--- config.mk ---
export PLATFORM = sky130hd
export DESIGN_NAME = seq_detector_param
export DESIGN_NICKNAME = d
export VERILOG_FILES = /design/src/rtl/seq_detector_param.sv
export SDC_FILE = /design/constraint.sdc
export NUM_CORES = 1
export LEC_CHECK = 0
export BUFFER_PORTS_ARGS = -buffer_cell sky130_fd_sc_hd__buf_2
export CAP_MARGIN = 20
export CORE_AREA = 5 5 81 75
export DETAILED_ROUTE_END_ITERATION = 7
export DIE_AREA = 0 0 86 80
export GPL_ROUTABILITY_DRIVEN = 0
export GPL_TIMING_DRIVEN = 1
export PLACE_DENSITY = 0.47
export SLEW_MARGIN = 40
export SYNTH_ARGS = -nofsm -noshare
export SYNTH_HDL_FRONTEND = slang
export SYNTH_SLANG_ARGS = --single-unit
--- constraint.sdc ---
create_clock -name clk -period 4.3 [get_ports clk]
set_input_delay 0.215 -clock clk [delete_from_list [all_inputs] [get_ports clk]]
set_output_delay 0.215 -clock clk [all_outputs]
set_load 0.05 [all_outputs]
--- src/rtl/seq_detector_param.sv ---
// Programmable serial pattern detector with overlap/non-overlap modes and a Mealy match flag.
// Optional saturating match counter enabled by defining SEQ_DETECTOR_PARAM_CNT_EN.
module seq_detector_param #(
    parameter int                 MAX_LEN = 8,
    parameter logic [MAX_LEN-1:0] DEF_PAT = 8'b0001_1101,
    parameter int                 DEF_LEN = 5,
    parameter int                 CNT_W   = 8,
    localparam int                LW      = $clog2(MAX_LEN + 1)
) (
    input  logic               clk,
    input  logic               rst,
    input  logic               x,
    input  logic               x_vld,
    input  logic               cfg_load,
    input  logic [MAX_LEN-1:0] cfg_pat,
    input  logic [LW-1:0]      cfg_len,
    input  logic               cfg_ovl,
    output logic               z,
    output logic               z_r,
    output logic [CNT_W-1:0]   match_cnt
);

    localparam logic [LW-1:0] FILL_MAX = LW'(MAX_LEN - 1);

    logic [MAX_LEN-1:0] pat_q;
    logic [LW-1:0]      len_q;
    logic               ovl_q;
    logic [MAX_LEN-2:0] hist;
    logic [LW-1:0]      fill;

    logic [MAX_LEN-1:0] win;
    logic [MAX_LEN-1:0] mask;
    logic               hit;
    logic [LW-1:0]      len_c;

    // Window ends with the current bit; only the low len_q bits take part in the compare.
    always_comb begin
        win  = {hist, x};
        mask = '0;
        for (int i = 0; i < MAX_LEN; i++)
            mask[i] = (i < int'(len_q));
        hit = (((win ^ pat_q) & mask) == '0);
        z   = !rst && x_vld && !cfg_load && (fill >= (len_q - 1'b1)) && hit;
    end

    always_comb begin
        if (cfg_len == '0)
            len_c = LW'(1);
        else if (cfg_len > LW'(MAX_LEN))
            len_c = LW'(MAX_LEN);
        else
            len_c = cfg_len;
    end

    always_ff @(posedge clk) begin
        if (rst) begin
            pat_q <= DEF_PAT;
            len_q <= LW'(DEF_LEN);
            ovl_q <= 1'b0;
            hist  <= '0;
            fill  <= '0;
            z_r   <= 1'b0;
        end else begin
            z_r <= z;
            if (cfg_load) begin
                pat_q <= cfg_pat;
                len_q <= len_c;
                ovl_q <= cfg_ovl;
                fill  <= '0;
            end else if (x_vld) begin
                hist <= win[MAX_LEN-2:0];
                // Non-overlapping: a match retires every bit it used.
                if (z && !ovl_q)
                    fill <= '0;
                else if (fill != FILL_MAX)
                    fill <= fill + 1'b1;
            end
        end
    end

`ifdef SEQ_DETECTOR_PARAM_CNT_EN
    logic [CNT_W-1:0] cnt_q;

    always_ff @(posedge clk) begin
        if (rst || cfg_load)
            cnt_q <= '0;
        else if (z && (cnt_q != {CNT_W{1'b1}}))
            cnt_q <= cnt_q + 1'b1;
    end

    assign match_cnt = cnt_q;
`else
    assign match_cnt = '0;
`endif

endmodule

==> flow_summary_export.csv <==
group,metric,value,unit
status,status,"finished, final reports clean",
power_and_ir_drop,power_density,305.6,nW/um^2
sta,clock.fmax,418.6,MHz
synth,synth_async_sr_flop_share,0,%
worst_setup_path,critPathSlowestCell,"dfxtp_1",
layout,mostFrequentLayoutCells,"25 x dfxtp_1, 21 x nand2_1, 19 x buf_2",
power_and_ir_drop,power.switching,0.0001323,W
synth,synth_edf_count,0,
sta,slew_headroom,64.73,%
worst_setup_path,startpoint,"len_q[0]$_SDFFE_PP1P_",
global_routing,grt_use_total,7.850,%
floorplan,core-area,5161,um^2
layout,areaGrowthSynthToFinish,10.48,%
global_routing,grt_pass1_vias,951,
power_and_ir_drop,power_frac_seq,53.5,%
layout,final_area,1530,um^2
detailed_routing,vias,1051,
sta,rsz0062_at_grt,"no",
sta,finalCriticalPeriod,2.389,ns
synth,yosysTopAreaCell,"dfxtp_1",
cts,clockBufferDepth,2,
synth,ys_ff_latch,25,
detailed_routing,drt_iter0_drc,37,
detailed_routing,viasPerCell,4.290,
sta,fin_crit_sh,55.55,%
placement,hpwl,2017,um
floorplan,row_count,25,
floorplan,start_util,26.84,%
power_and_ir_drop,leakage,0.6303,nW
worst_setup_path,cp_max_fo,6,
synth,synth_area_leaders,"dfxtp_1 36%, ha_1 7.2%, a21oi_1 5.8%",
worst_setup_path,cp.required,4.09,ns
synth,synth_flop_cell,"dfxtp_1",
layout,drive_gt1_share,16.29,%
power_and_ir_drop,power.internal,0.0003354,W
floorplan,die-area,6880,um^2
synth,yosysSeqAreaShare,36.13,%
worst_setup_path,max_stage_delay,0.42,ns
worst_setup_path,reg2reg_setup_slack,2.33,ns
worst_hold_path,hold_start,"cfg_pat[3]",
synth,synthesis.area,1385,um^2
synth,synthCells,163,
floorplan,die_x,86,um
sta,finalSetupViolCount,0,
sta,finalHoldViolCount,0,
worst_setup_path,path_cells,"inv_1 -> ha_1 -> xnor2_1 -> ha_1 -> o21ai_0 -> o21bai_1 -> nand4_2 -> inv_1 -> buf_2",
power_and_ir_drop,vdd_drop_max,149.2,uV
power_and_ir_drop,p_comb_share,16.4,%
placement,placed_cells,241,
sta,worst_pin_slew,0.5280,ns
synth,synth.top_cell.area_share,36.13,%
flow_run,drv_cap,0,
layout,final_cells,245,
layout,final_common_cell,"dfxtp_1",
cts,cts_sinks,25,
cts,cts_root_buffer,"clkbuf_8",
cts,htreeDepth,1,
detailed_routing,routed_wl,2662,um
floorplan,ios,28,
global_routing,grt_max_degree,22,
detailed_routing,drtPass1Iterations,4,
worst_setup_path,startpoint_type,"flip-flop",
cts,clkTransAtPathRegs,0.09,ns
worst_hold_path,hold_class,"in2reg",
cts,post_cts_buffers,0,
placement,buffer_ports.inserted,19,
power_and_ir_drop,p_sw_share,28.30,%
global_routing,antenna_found_initial,0,
sta,setup_tns,0,ns
power_and_ir_drop,p_clk_share,30.1,%
detailed_routing,detail_route.wl_per_cell,10.87,um
sta,drv_slew,0,
worst_setup_path,r2r_start,"len_q[0]$_SDFFE_PP1P_",
cts,postCtsHoldBufs,0,
detailed_routing,ant_nets,0,
worst_setup_path,crit_type,"reg2out",
floorplan,fp.dieH,80,um
global_routing,grt_overflow_total,0,
placement,placed_area,1484,um^2
synth,yosys_warnings,0,
worst_setup_path,end_kind,"output port",
detailed_routing,drc_errors,0,
cts,ctsResizeCount,0,
synth,avgSynthCellArea,8.497,um^2
sta,clock_skew,0.008487,ns
cts,clkLatencyLatePin,0.27,ns
cts,cts_tree,"built",
cts,cts_buffers,3,
layout,antenna_cells,0,
synth,synth_cell_types,36,
global_routing,grt_pass1_wl,4360,um
worst_setup_path,critPathArrivalTime,2.17,ns
layout,nNetsFinal,205,
area by class of cell:
class / count / area, um^2
timing repair buffer: 19 / 95.09
inverter: 7 / 26.28
clock inverter: 1 / 5.005
fill: 576 / 3631
tap: 67 / 83.83
sequential: 25 / 500.5
clock buffer: 3 / 41.29
multi-input combinational: 123 / 778.2
metal layers:
layer,vias up,GRT usage [%],part of all wire (%)
met3,4,1.961,3.5
met1,469,10.33,49
met2,16,12.56,46
met5,-,0,0
met4,0,2.373,1.3
li1,562,-,-
Yosys cell counts (all sizes together) (2+ instances only):
library cell,n
nor3,2
o22ai,3
mux2i,6
a211oi,2
nor2b,5
or2,2
a21oi,17
nor2,13
buf,12
a211o,4
o21bai,2
inv,7
xnor2,9
o21ai,4
clkbuf,3
dfxtp,25
nand3,3
nand2,21
ha,8
nand2b,5
power groups by stage:
stage	clock network [W]	registers (W)	logic (W)
2_1_floorplan	0	0.000251	0.0000718
3_3_place_gp	0	0.000256	0.0000785
3_5_place_dp	0	0.000256	0.0000779
4_1_cts	0.000148	0.000250	0.0000782
5_1_grt	0.000159	0.000252	0.0000861
6_report	0.000141	0.000250	0.0000767
cell families (layout without fill, tap and decap cells):
family                   after synthesis  count (layout)  share of synthesized area [%]
buffers and inverters                 22              30                          9.575
multiplexers                           6               6                          4.336
XOR/XNOR                              10              10                          6.324
flip-flops                            25              25                          36.13
adder cells (fa/ha/maj)                8               8                          7.227
AO/OA/AOI/OAI                         34              34                          15.27
other                                  1               8                         0.2707
AND/OR/NAND/NOR                       57              57                          20.87
metrics by stage:
stage / util, % / setup slack (ns) / total power, W / hold WS, ns
global placement: 28.75 / 2.269 / 0.0003343 / 0.4239
detailed placement: 28.75 / 2.188 / 0.0003337 / 0.4298
floorplan: - / 2.357 / 0.0003231 / 0.3260
finish: 29.65 / 1.911 / 0.0004677 / 0.1445
global route: 29.65 / 1.708 / 0.0004973 / 0.1377
CTS: 29.65 / 1.880 / 0.0004763 / 0.1423
worst paths after layout:
| path | endpoint | cells past startpoint |
|---|---|---|
| max | z | 9 |
| max reg2reg | fill[3]$_SDFFE_PP0P_ | 9 |
| min reg2reg | hist[6]$_SDFFE_PP0P_ | 2 |
| min | pat_q[3]$_SDFFE_PP1P_ | 2 |
sequential cells by signal, indices dropped and copies added (netlist names):
register	cells
hist	7
len_q	4
pat_q	8
ovl_q	1
z_r	1
fill	4
worst max-delay path, delay by kind of cell, from the launching register on:
family	cells	cell delay [ns]
xor gates and xnor gates	1	0.13
buffers and inverters	3	0.44
adders and majority gates	2	0.51
AOI/OAI and AO/OA	2	0.23
and+or+nand+nor	1	0.19
DFF	1	0.42
(Power assumes the default switching activity.)
